<file path="src/rtl/cntr_bank.sv">
// cntr_bank: bank of prescaled up/down counters with optional
// cascade (carry ripple), saturation, per-channel load and clear.
module cntr_bank #(
    parameter int NCH = 5,
    parameter int W   = 2,
    parameter int PW  = 8
) (
    input  logic             wb_clk_i,
    input  logic             wb_rst_i,
    input  logic [NCH-1:0]   en_i,
    input  logic [NCH-1:0]   dir_i,
    input  logic             sat_i,
    input  logic             chain_i,
    input  logic             clr_i,
    input  logic [NCH-1:0]   load_i,
    input  logic [NCH*W-1:0] load_val_i,
    input  logic [PW-1:0]    prescale_i,
    output logic [NCH*W-1:0] cnt_o,
    output logic [NCH-1:0]   wrap_o,
    output logic             tick_o
);

    localparam logic [W-1:0]  MAXV  = {W{1'b1}};
    localparam logic [W-1:0]  ONE   = W'(1);
    localparam logic [PW-1:0] PONE  = PW'(1);

    logic [PW-1:0]    pre_q;
    logic [PW-1:0]    pre_d;
    logic             tick;
    logic [NCH*W-1:0] cnt_q;
    logic [NCH*W-1:0] cnt_d;
    logic [NCH-1:0]   step;
    logic [NCH-1:0]   evt;

    // Prescaler: tick when pre reaches the period, clear wins.
    always_comb begin
        tick  = 1'b0;
        pre_d = pre_q;
        if (clr_i) begin
            pre_d = '0;
        end else if (pre_q >= prescale_i) begin
            tick  = 1'b1;
            pre_d = '0;
        end else begin
            pre_d = pre_q + PONE;
        end
    end

    // Step/wrap ripple across channels, plus next counter values.
    always_comb begin
        logic           carry;
        logic           s;
        logic           e;
        logic           at_end;
        logic [W-1:0]   cur;
        logic [W-1:0]   nxt;
        step  = '0;
        evt   = '0;
        cnt_d = cnt_q;
        carry = 1'b0;
        s     = 1'b0;
        e     = 1'b0;
        at_end = 1'b0;
        cur   = '0;
        nxt   = '0;
        for (int k = 0; k < NCH; k++) begin
            cur = cnt_q[k*W +: W];
            if (k == 0 || !chain_i)
                s = tick & en_i[k];
            else
                s = en_i[k] & carry;
            at_end = dir_i[k] ? (cur == MAXV) : (cur == '0);
            e = s & ~sat_i & at_end & ~load_i[k] & ~clr_i;
            step[k] = s;
            evt[k]  = e;
            carry   = e;
            nxt = cur;
            if (clr_i) begin
                nxt = '0;
            end else if (load_i[k]) begin
                nxt = load_val_i[k*W +: W];
            end else if (s) begin
                if (sat_i && at_end)
                    nxt = cur;
                else if (dir_i[k])
                    nxt = cur + ONE;
                else
                    nxt = cur - ONE;
            end
            cnt_d[k*W +: W] = nxt;
        end
    end

    // State and registered outputs; reset discards everything.
    always_ff @(posedge wb_clk_i or negedge wb_rst_i) begin
        if (!wb_rst_i) begin
            pre_q  <= '0;
            cnt_q  <= '0;
            wrap_o <= '0;
            tick_o <= 1'b0;
        end else begin
            pre_q  <= pre_d;
            cnt_q  <= cnt_d;
            wrap_o <= evt;
            tick_o <= tick;
        end
    end

    assign cnt_o = cnt_q;

endmodule

</file>
<file path="config.mk">
export PLATFORM = sky130hd
export DESIGN_NAME = cntr_bank
export DESIGN_NICKNAME = d
export VERILOG_FILES = /design/src/rtl/cntr_bank.sv
export SDC_FILE = /design/constraint.sdc
export NUM_CORES = 1
export LEC_CHECK = 0
export ABC_CLOCK_PERIOD_IN_PS = 4200
export BUFFER_PORTS_ARGS = -buffer_cell sky130_fd_sc_hd__buf_4
export CAP_MARGIN = 30
export CORE_MARGIN = 2
export CORE_UTILIZATION = 50
export DETAILED_ROUTE_END_ITERATION = 8
export PLACE_DENSITY = 0.79
export SLEW_MARGIN = 20
export SYNTH_ARGS = -nofsm -noshare
export SYNTH_HDL_FRONTEND = slang
export SYNTH_SLANG_ARGS = --single-unit
</file>
<file path="constraint.sdc">
create_clock -name wb_clk_i -period 4.2 [get_ports wb_clk_i]
set_clock_uncertainty 0.2 [all_clocks]
set_input_delay 0.84 -clock wb_clk_i [delete_from_list [all_inputs] [get_ports wb_clk_i]]
set_output_delay 0.84 -clock wb_clk_i [all_outputs]
set_load 0.005 [all_outputs]
</file>
=== Word level (Yosys, flattened, before mapping) ===
Cells that the tools add are included.

* Register bits: 24
* Bits of input ports: 38
* Output and inout bits: 16

* $add $sub $neg: 11
* $lt $le $gt $ge: 1
* Eq/ne operators: 10
* Multiplexer cells: 38
* Bitwise gates (word level): 36
* Reduce and logical (&&, ||, !) cells: 20

{| class="wikitable"
|+ Operators by type and width
! cell !! count
|-
| 2-bit two-way mux || 25
|-
| 1-bit AND || 29
|-
| 8-bit two-way mux || 2
|-
| 3-bit inequality test, second input constant || 5
|-
| 3-bit nonzero test || 5
|-
| 1-bit two-way mux || 11
|-
| 2-bit by 1-bit adder with 2-bit output, second input constant || 5
|-
| 2-bit equality test, second input constant || 5
|-
| 2-bit logical NOT || 5
|-
| 2-bit AND reduction || 5
|-
| 2-bit by 1-bit subtractor with 2-bit output, second input constant || 5
|-
| 8-bit by 1-bit adder with 8-bit output, second input constant || 1
|-
| 8-bit greater-or-equal comparator || 1
|-
| 1-bit NOT || 7
|-
| 1-bit logical AND || 5
|}

=== Longest topological paths before layout ===
Gate-level depths: netlist of the first run.

* Depth in word-level cells: 32
* Gate-level depth with buffers: 9
* Mapped depth without buffers: 7

=== Worst setup path before layout of the first run ===
Ideal clock, no wire load.

* Path kind: input-to-reg
* From: input port prescale_i[0]
* To: register cnt_q[7] (netlist: cnt_o[7])
* Library setup time: 0.126 ns
* Arrival time: 2.460 ns
* Slack: 1.414 ns
* Stages: 8
* Cell sequence: ha_1 -> nand2b_1 -> a2111oi_2 -> o31a_1 -> buf_6 -> buf_4 -> nor4_1 -> a311o_1

* Longest elaborated chain between the ends: 24
* Elaborated cells between the ends (all ways): 27
* Those cells by class: order compare (1); mux (5); bitwise (19); reduce/logical (2)

{| class="wikitable"
|+ Ends and longest elaborated chain
! what !! RTL line !! source
|-
| start: declaration || 17 || <nowiki>input logic [PW-1:0] prescale_i,</nowiki>
|-
| 8-bit greater-or-equal comparator (*) || 41 || <nowiki>end else if (pre_q >= prescale_i) begin</nowiki>
|-
| 1-bit two-way mux (*) || 41 ||
|-
| 1-bit two-way mux (*) || 39 || <nowiki>if (clr_i) begin</nowiki>
|-
| 1-bit AND || 69 || <nowiki>s = tick & en_i[k];</nowiki>
|-
| 1-bit AND (4 in a row) || 73 || <nowiki>e = s & ~sat_i & at_end & ~load_i[k] & ~clr_i;</nowiki>
|-
| 1-bit AND || 71 || <nowiki>s = en_i[k] & carry;</nowiki>
|-
| 1-bit two-way mux || 68 || <nowiki>if (k == 0 || !chain_i)</nowiki>
|-
| 1-bit AND (4 in a row) || 73 ||
|-
| 1-bit AND || 71 ||
|-
| 1-bit two-way mux || 68 ||
|-
| 1-bit AND (4 in a row) || 73 ||
|-
| 1-bit AND || 71 ||
|-
| 1-bit two-way mux (*) || 68 ||
|-
| 3-bit nonzero test (no line) (*) || n/a ||
|-
| 2-bit AND reduction (no line) (*) || n/a ||
|-
| end signal: assignment || 103 || <nowiki>cnt_q <= cnt_d;</nowiki>
|-
| end: declaration || 30 || <nowiki>logic [NCH*W-1:0] cnt_q;</nowiki>
|}

Every way passes the cells marked *; elsewhere a longest branch is shown, timed or not.
A chain may end at the register's enable or synchronous reset.

=== Final worst setup path of the first run ===
* From: input port prescale_i[0]
* To: register cnt_q[2] (netlist: cnt_o[2])

* Longest elaborated chain between the ends: 12
* Elaborated cells between the ends (all ways): 13
* Those cells by class: order compare (1); mux (3); bitwise (7); reduce/logical (2)

{| class="wikitable"
|+ Ends and longest elaborated chain
! what !! RTL line
|-
| 8-bit greater-or-equal comparator (*) || 41
|-
| 1-bit two-way mux (*) || 41
|-
| 1-bit two-way mux (*) || 39
|-
| 1-bit AND || 69
|-
| 1-bit AND (4 in a row) || 73
|-
| 1-bit AND || 71
|-
| 1-bit two-way mux (*) || 68
|-
| 3-bit nonzero test (no line) (*) || n/a
|-
| 2-bit AND reduction (no line) (*) || n/a
|}

Marks and branches as above.

==> run metrics, run 1 <==
status=complete, no violations; final period utilization=0.689; WL/cell=13.3 um; GP Congestion=between 0.7 and 0.8; # H-tree levels=1; P per Cell Area=247 mW/mm2; peak per-stage delay on the critical path=around 590 ps; layout net count=283; Initial Utilization=0.517; top-area cell type share of the netlist area=0.351; vias in the first global route=1,485; Worst-path clk slew=140 ps; first-pass GRT wire length=between 6 and 7 mm; sequential share of the synthesized area=0.351; RSZ-0062 raised after global routing=no; # clock sinks=24; Via Count=1,577; Critical Path End Type=flop; number of diodes=0; Die Span Y=62.5 um; minimum clock period=2900 ps; final setup violation count=0; drt total wl=3.73 mm; worst path cell trace=buf_4, ha_1, nand2b_1, a2111oi_2, o31a_1, nor4_1, a2111oi_1; Ports=between 50 and 60; Clk Latency, worst-skew pair=roughly 320 ps; area leader, netlist=dfrtp_1; final hold violations=0; Syn Std Cell Area=between 0.0015 and 0.002 mm2; antenna-violating nets left=0; initial antenna violation count=0; number of synthesized register bits=24; Peak VDD IR=between 150 and 200 uV; Leakage=around 1.1 nW; clock buffer depth=2; Synthesis Warnings=0; Iteration-0 DRC Markers=100; Synth cell types=50; PostCTS Resize Cnt=0; beginning of the worst register-to-register path=pre_q[0]; CP arrival=about 2900 ps; Max Used Layer=met4; Global Route Usage Sum=0.197; Least-Margin Pin Slew=644 ps; Hold WC Path Type=input pin to asynchronous set/reset pin; Post-Syn Nets=230; Die X=62.5 um; area of the die=0.00390 mm2; Synth Flop Type=dfrtp_1; first-pass iteration count of the detailed router=4; Gate Count Post-Synth=between 150 and 200; standard-cell rows=21; core area=0.00331 mm2; Slew Limit Headroom=0.571; met3 wire len=approximately 210 um; Crit Path Max Fanout=19; PortBufs=53; share of cells above drive strength 1=0.281; FF-to-FF End=cnt_o[2]; Async SR Flop Fraction=1.00; Max Freq=345 MHz; Root Driver=clkbuf_4; DR DRC count=0; FF-to-FF path depth=7; met2 wire length=1.84 mm; CP required=4200 ps; CP Launch Type=input pin; largest net degree at the start of global routing=25; crit path buf inv count=1; Area Growth Syn to Fin=27.1%; Area contributors post-synth=dfrtp_1 35%, ha_1 6.6%, xor2_1 4.1%; Reg2Reg Setup Slack=1420 ps; Mapped Avg Cell Area=a little over 9 um2; Final WS setup=1300 ps; Detail Placement HPWL=2.88 mm; setup tns final=0 ps; total grt overflow=0; Slew Limit Fails=0; max cap viols=0; Critical Path Slowest Stage Cell=o31a_1; CTS tree=yes; DP Worst Slack=about 990 ps; CP top delay family=compound AO/OA/AOI/OAI gates; Post-synth EDFFs=0; Util after Layout=0.656; CTS Buf Count=3; Setup Crit Path Kind=input pin to flop; Post-CTS Setup Bufs=0; M1 wire length=1.66 mm; cts hold-fix bufs=0; via/cell ratio=5.61
==> power breakdown <==
| group | internal, mW | switching (mW) | leakage [nW] |
|---|---|---|---|
| sequential | 0.240 | 0.0130 | 0.324 |
| combinational | 0.0615 | 0.0551 | 0.702 |
| clock | 0.0966 | 0.0701 | 0.0279 |
==> flip-flops by register name (all words and copies together) (netlist names) <==
signal and count:
cnt_o 10, pre_q 8, wrap_o 5, tick_o 1
==> kinds of logic (layout without fill, tap and decap cells) <==
| group | Yosys count | in the layout | share of synthesized area |
|---|---|---|---|
| buffers and inverters | 18 | 70 | 0.0549 |
| AOI/OAI and AO/OA | 42 | 42 | 0.204 |
| DFF | 24 | 24 | 0.351 |
| adders and majority gates | 9 | 9 | 0.0658 |
| xor gates and xnor gates | 12 | 12 | 0.0614 |
| and+or+nand+nor | 78 | 78 | 0.263 |
==> placed cells by master (no fill, tap or decap), types with 4 or more instances in the layout <==
master and instances:
o311a_1 4, nor2_1 14, o21a_1 4, buf_4 53
nand2b_1 4, dfrtp_1 24, a311oi_1 4, o21ai_0 6
nor4_1 5, o31a_1 4, nor3_1 9, inv_1 12
nand2_1 9, ha_1 9, xnor2_1 4, nand3_1 8
nor2b_1 4, xor2_1 8, and3_1 11
==> stage by stage <==
stage	area (um2)	hold WS (ps)	power, mW	instances
finish	2170	183	0.536	281
global route	2170	183	0.568	281
CTS	2170	188	0.543	281
detailed placement	2120	333	0.374	277
global placement	2120	332	0.373	277
floorplan	1710	286	0.318	183
==> area by class of cell <==
cell class	instances	area (um2)
Timing Repair Buffer	53	398
Tap cell	46	57.6
Fill cell	294	1140
Sequential cell	24	601
Clock buffer	3	22.5
Clock inverter	1	30.0
Multi-Input combinational cell	141	1020
Inverter	13	48.8
==> worst reg2reg max path: stages (launching register included) <==
cell and delay (ps):
dfrtp_1 450, inv_1 70, ha_1 260, nand2b_1 150
a2111oi_2 440, o31a_1 590, nor4_1 140, a2111oi_1 350
==> metal layers <==
layer  track usage  vias to the layer above
li1              -                      797
met1         0.239                      729
met2         0.348                       49
met3        0.0432                        2
met4        0.0639                        0
met5             0                        -
==> synth_stat cells (2+ instances only) <==
| library cell | count |
|---|---|
| a31oi_1 | 2 |
| dfrtp_1 | 24 |
| o31a_1 | 4 |
| and3_1 | 11 |
| xnor2_1 | 4 |
| nand2b_1 | 4 |
| nor4_1 | 5 |
| nor3_1 | 9 |
| o21ai_0 | 6 |
| buf_6 | 3 |
| a21oi_1 | 3 |
| nand3_1 | 8 |
| nor2_1 | 14 |
| a311oi_1 | 4 |
| nand4_1 | 3 |
| o21a_1 | 4 |
| nand2_1 | 9 |
| nor2b_1 | 4 |
| o311a_1 | 4 |
| xor2_1 | 8 |
| inv_1 | 12 |
| ha_1 | 9 |
| nor4b_1 | 2 |
==> how the worst max path moves through the flow <==
stage                to  slack, ps          start  cells after the start
2_1_floorplan  cnt_o[7]       1410  prescale_i[0]                      8
5_1_grt        cnt_o[0]       1200  prescale_i[0]                      7
6_report       cnt_o[2]       1300  prescale_i[0]                      7
3_5_place_dp   cnt_o[2]        990  prescale_i[0]                      7
4_1_cts        cnt_o[2]       1330  prescale_i[0]                      7
3_3_place_gp   cnt_o[7]       1030  prescale_i[0]                      7
(Power assumes the default switching activity.)
==> run 2, diff against run 1 <==
Settings changed: ABC_AREA set to 1, ABC_CLOCK_PERIOD_IN_PS 4200 to 2700.
Clock period 4.2 ns to 2.7 ns, I/O delays scaled along.
==> run 2 against run 1 <==
- core utilization is 5.0 points higher
- routed wire length is 1.1% lower
- via count grew 0.89%
- synthesized area is 2.9% lower
- critical path type is now flop to flop
- largest cell class unchanged
- largest power group unchanged
==> run metrics, run 2 <==
GP Congestion=0.795 (+0.54%); CP Launch Type=flop; internal power=0.645 mW (+62%); Clk network pwr share=0.291 (-0.020); Die X=61.6 um (-1.4%); Ports=54 (unchanged); Comb pwr share=0.255 (+0.038); Die Span Y=61.6 um (-1.4%); top-area cell type share of the netlist area=0.362 (+0.0106); antenna-violating nets left=0 (unchanged); cell count after placement=320 (+16%); Gate Count Post-Synth=222 (+21%); max FFs per register=10 (unchanged); Worst-path clk slew=130 ps (about the same); Syn Std Cell Area=0.00166 mm2 (-2.9%); Min Hold Slack=277 ps (+94.3 ps); Leakage=1.22 nW (+15%); Mapped Avg Cell Area=7.48 um2 (-20%); top-count cell post-synth=inv_1; CTS tree=yes; Finished Layout Cells=325 (+16%); commonest non-fill, non-tap cell in the layout=buf_4; Global Route Usage Sum=0.218 (+0.0207); Post-CTS Setup Bufs=0 (unchanged); PortBufs=53 (unchanged); minimum clock period=between 2000 and 2500 ps; Synth top cells by count=38 x inv_1, 35 x nand2_1, 33 x nor2_1; max cap viols=0 (unchanged); first-pass iteration count of the detailed router=4 (unchanged); # H-tree levels=1 (unchanged); RSZ-0062 raised after global routing=no; Initial Utilization=0.535 (+0.0185); most frequent cells in the layout=56 x buf_4, 38 x inv_1, 34 x nand2_1; Async SR Flop Fraction=1.00 (unchanged); Setup Crit Path Kind=flop to flop; standard-cell rows=20 (-4.8%); Area contributors post-synth=dfrtp_1 36%, inv_1 8.6%, nand2_1 7.9%; switch share=0.282 (+0.0240); final hold violations=0 (unchanged); Peak VDD IR=258 uV (+41%); via/cell ratio=4.90 (-13%); Least-Margin Pin Slew=420 ps (-224 ps); Detail Placement HPWL=2.98 mm (+3.4%); drt total wl=3.69 mm (-1.1%); Iteration-0 DRC Markers=90 (-10%); initial antenna violation count=0 (unchanged); Slew Limit Headroom=0.717 (+0.146); area leader, netlist=dfrtp_1; area of the die=0.00380 mm2 (-2.7%); final setup violation count=0 (unchanged); Post-Syn Nets=269 (+17%); final period utilization=0.914; Synth Flop Type=dfrtp_1; Synth cell types=28 (-44%); clock buffer depth=2 (unchanged); CTS Buf Count=3 (unchanged); Post-DP Area=0.00213 mm2 (+0.30%); CP arrival=2500 ps (-400 ps); Reg power frac=0.453 (-0.019); first-pass GRT wire length=6.17 mm (-2.7%); Hold WC Path Type=input pin to flop; P per Cell Area=410 mW/mm2 (+66%); number of synthesized register bits=24 (unchanged); # clock sinks=24 (unchanged); share of cells above drive strength 1=0.270 (-0.0104); vias in the first global route=1,487 (+0.13%); WL/cell=11.4 um (-14%); Root Driver=clkbuf_4; CP required=2740 ps (-1460 ps); total grt overflow=0 (unchanged); Crit Path Max Fanout=3 (-16); NetSw=0.253 mW (+83%); post-route cell area=0.00219 mm2 (+0.86%); DR DRC count=0 (unchanged); Via Count=1,591 (+0.89%); largest net degree at the start of global routing=25 (unchanged); Slew Limit Fails=0 (unchanged); sequential share of the synthesized area=0.362 (+0.0106); layout net count=329 (+16%); Max Freq=approximately 410 MHz; status=complete, no violations; core area=0.00310 mm2 (-6.3%); number of diodes=0 (unchanged); Clk Latency, worst-skew pair=320 ps (about the same); Post-synth EDFFs=0 (unchanged); Area Growth Syn to Fin=32.0%; Synthesis Warnings=0 (unchanged); Critical Path End Type=flop
-- run 2: power groups by stage --
| stage | clock network, mW | logic, mW | registers (mW) |
|---|---|---|---|
| finish | 0.262 | 0.229 | 0.407 |
| global route | 0.280 | 0.260 | 0.412 |
| global placement | 0 | 0.224 | 0.413 |
| CTS | 0.267 | 0.231 | 0.407 |
| detailed placement | 0 | 0.229 | 0.414 |
| floorplan | 0 | 0.121 | 0.411 |
-- run 2: cell type report --
type | instances | area [um2]
multi-input combinational | 155 | 900
clock buffer | 3 | 22.5
timing repair buffer | 57 | 430
tap | 44 | 55.1
clock inverter | 1 | 30.0
inverter | 41 | 154
fill | 290 | 911
sequential | 24 | 601
-- run 2: metal layers --
layer,wire length (um),GRT usage,share of wire
met5,0,0,0
met2,1750,0.370,0.47
met1,1750,0.284,0.47
met4,49,0.0729,0.013
met3,143,0.0315,0.039
-- run 2: worst paths after layout --
kind	startpoint	depth (start not counted)	to	slack [ps]
min in group asynchronous	wb_rst_i	2	pre_q[3]	440
worst max register to register	pre_q[7]	16	cnt_o[8]	230
worst min-delay path	load_i[1]	4	wrap_o[1]	280
max in group asynchronous	wb_rst_i	2	cnt_o[0]	1630
worst min register to register	pre_q[0]	1	pre_q[0]	340
worst max-delay path	pre_q[7]	16	cnt_o[8]	230
-- run 2: stage by stage --
step	util	TNS (ps)	setup slack [ps]	power, mW
after global placement	0.685	0	34.3	0.637
after CTS	0.706	0	216	0.905
final	0.706	0	233	0.898
after detailed placement	0.685	-105	-35.2	0.642
after global routing	0.706	0	11.9	0.951
after floorplan	-	0	295	0.531
-- run 2: timing repair --
action	CTS	global route
setup endpoints to repair	0	2
resized for setup	0	1
endpoints found under the hold margin	24	0
hold buffers	1	0
-- run 2: kinds of logic after synthesis --
kind of cell	Yosys count	synth area share
xor gates and xnor gates	10	0.0527
buffers and inverters	43	0.0980
and+or+nand+nor	103	0.295
DFF	24	0.362
adders and majority gates	9	0.0678
AOI/OAI and AO/OA	33	0.125
-- run 2: worst max-delay path, cell delays in order, from the launching register on --
cell and delay [ps]:
dfrtp_1 420, ha_1 300, a21o_1 190, nor2_1 180, nand3_2 140, nand2_4 100
inv_2 50, nor2_1 180, nor2_1 90, nand3_2 100, nand2_2 60, nand3_2 70
nand2_2 60, nand3_2 80, nand2_2 60, nand2_1 60, nand2_1 40
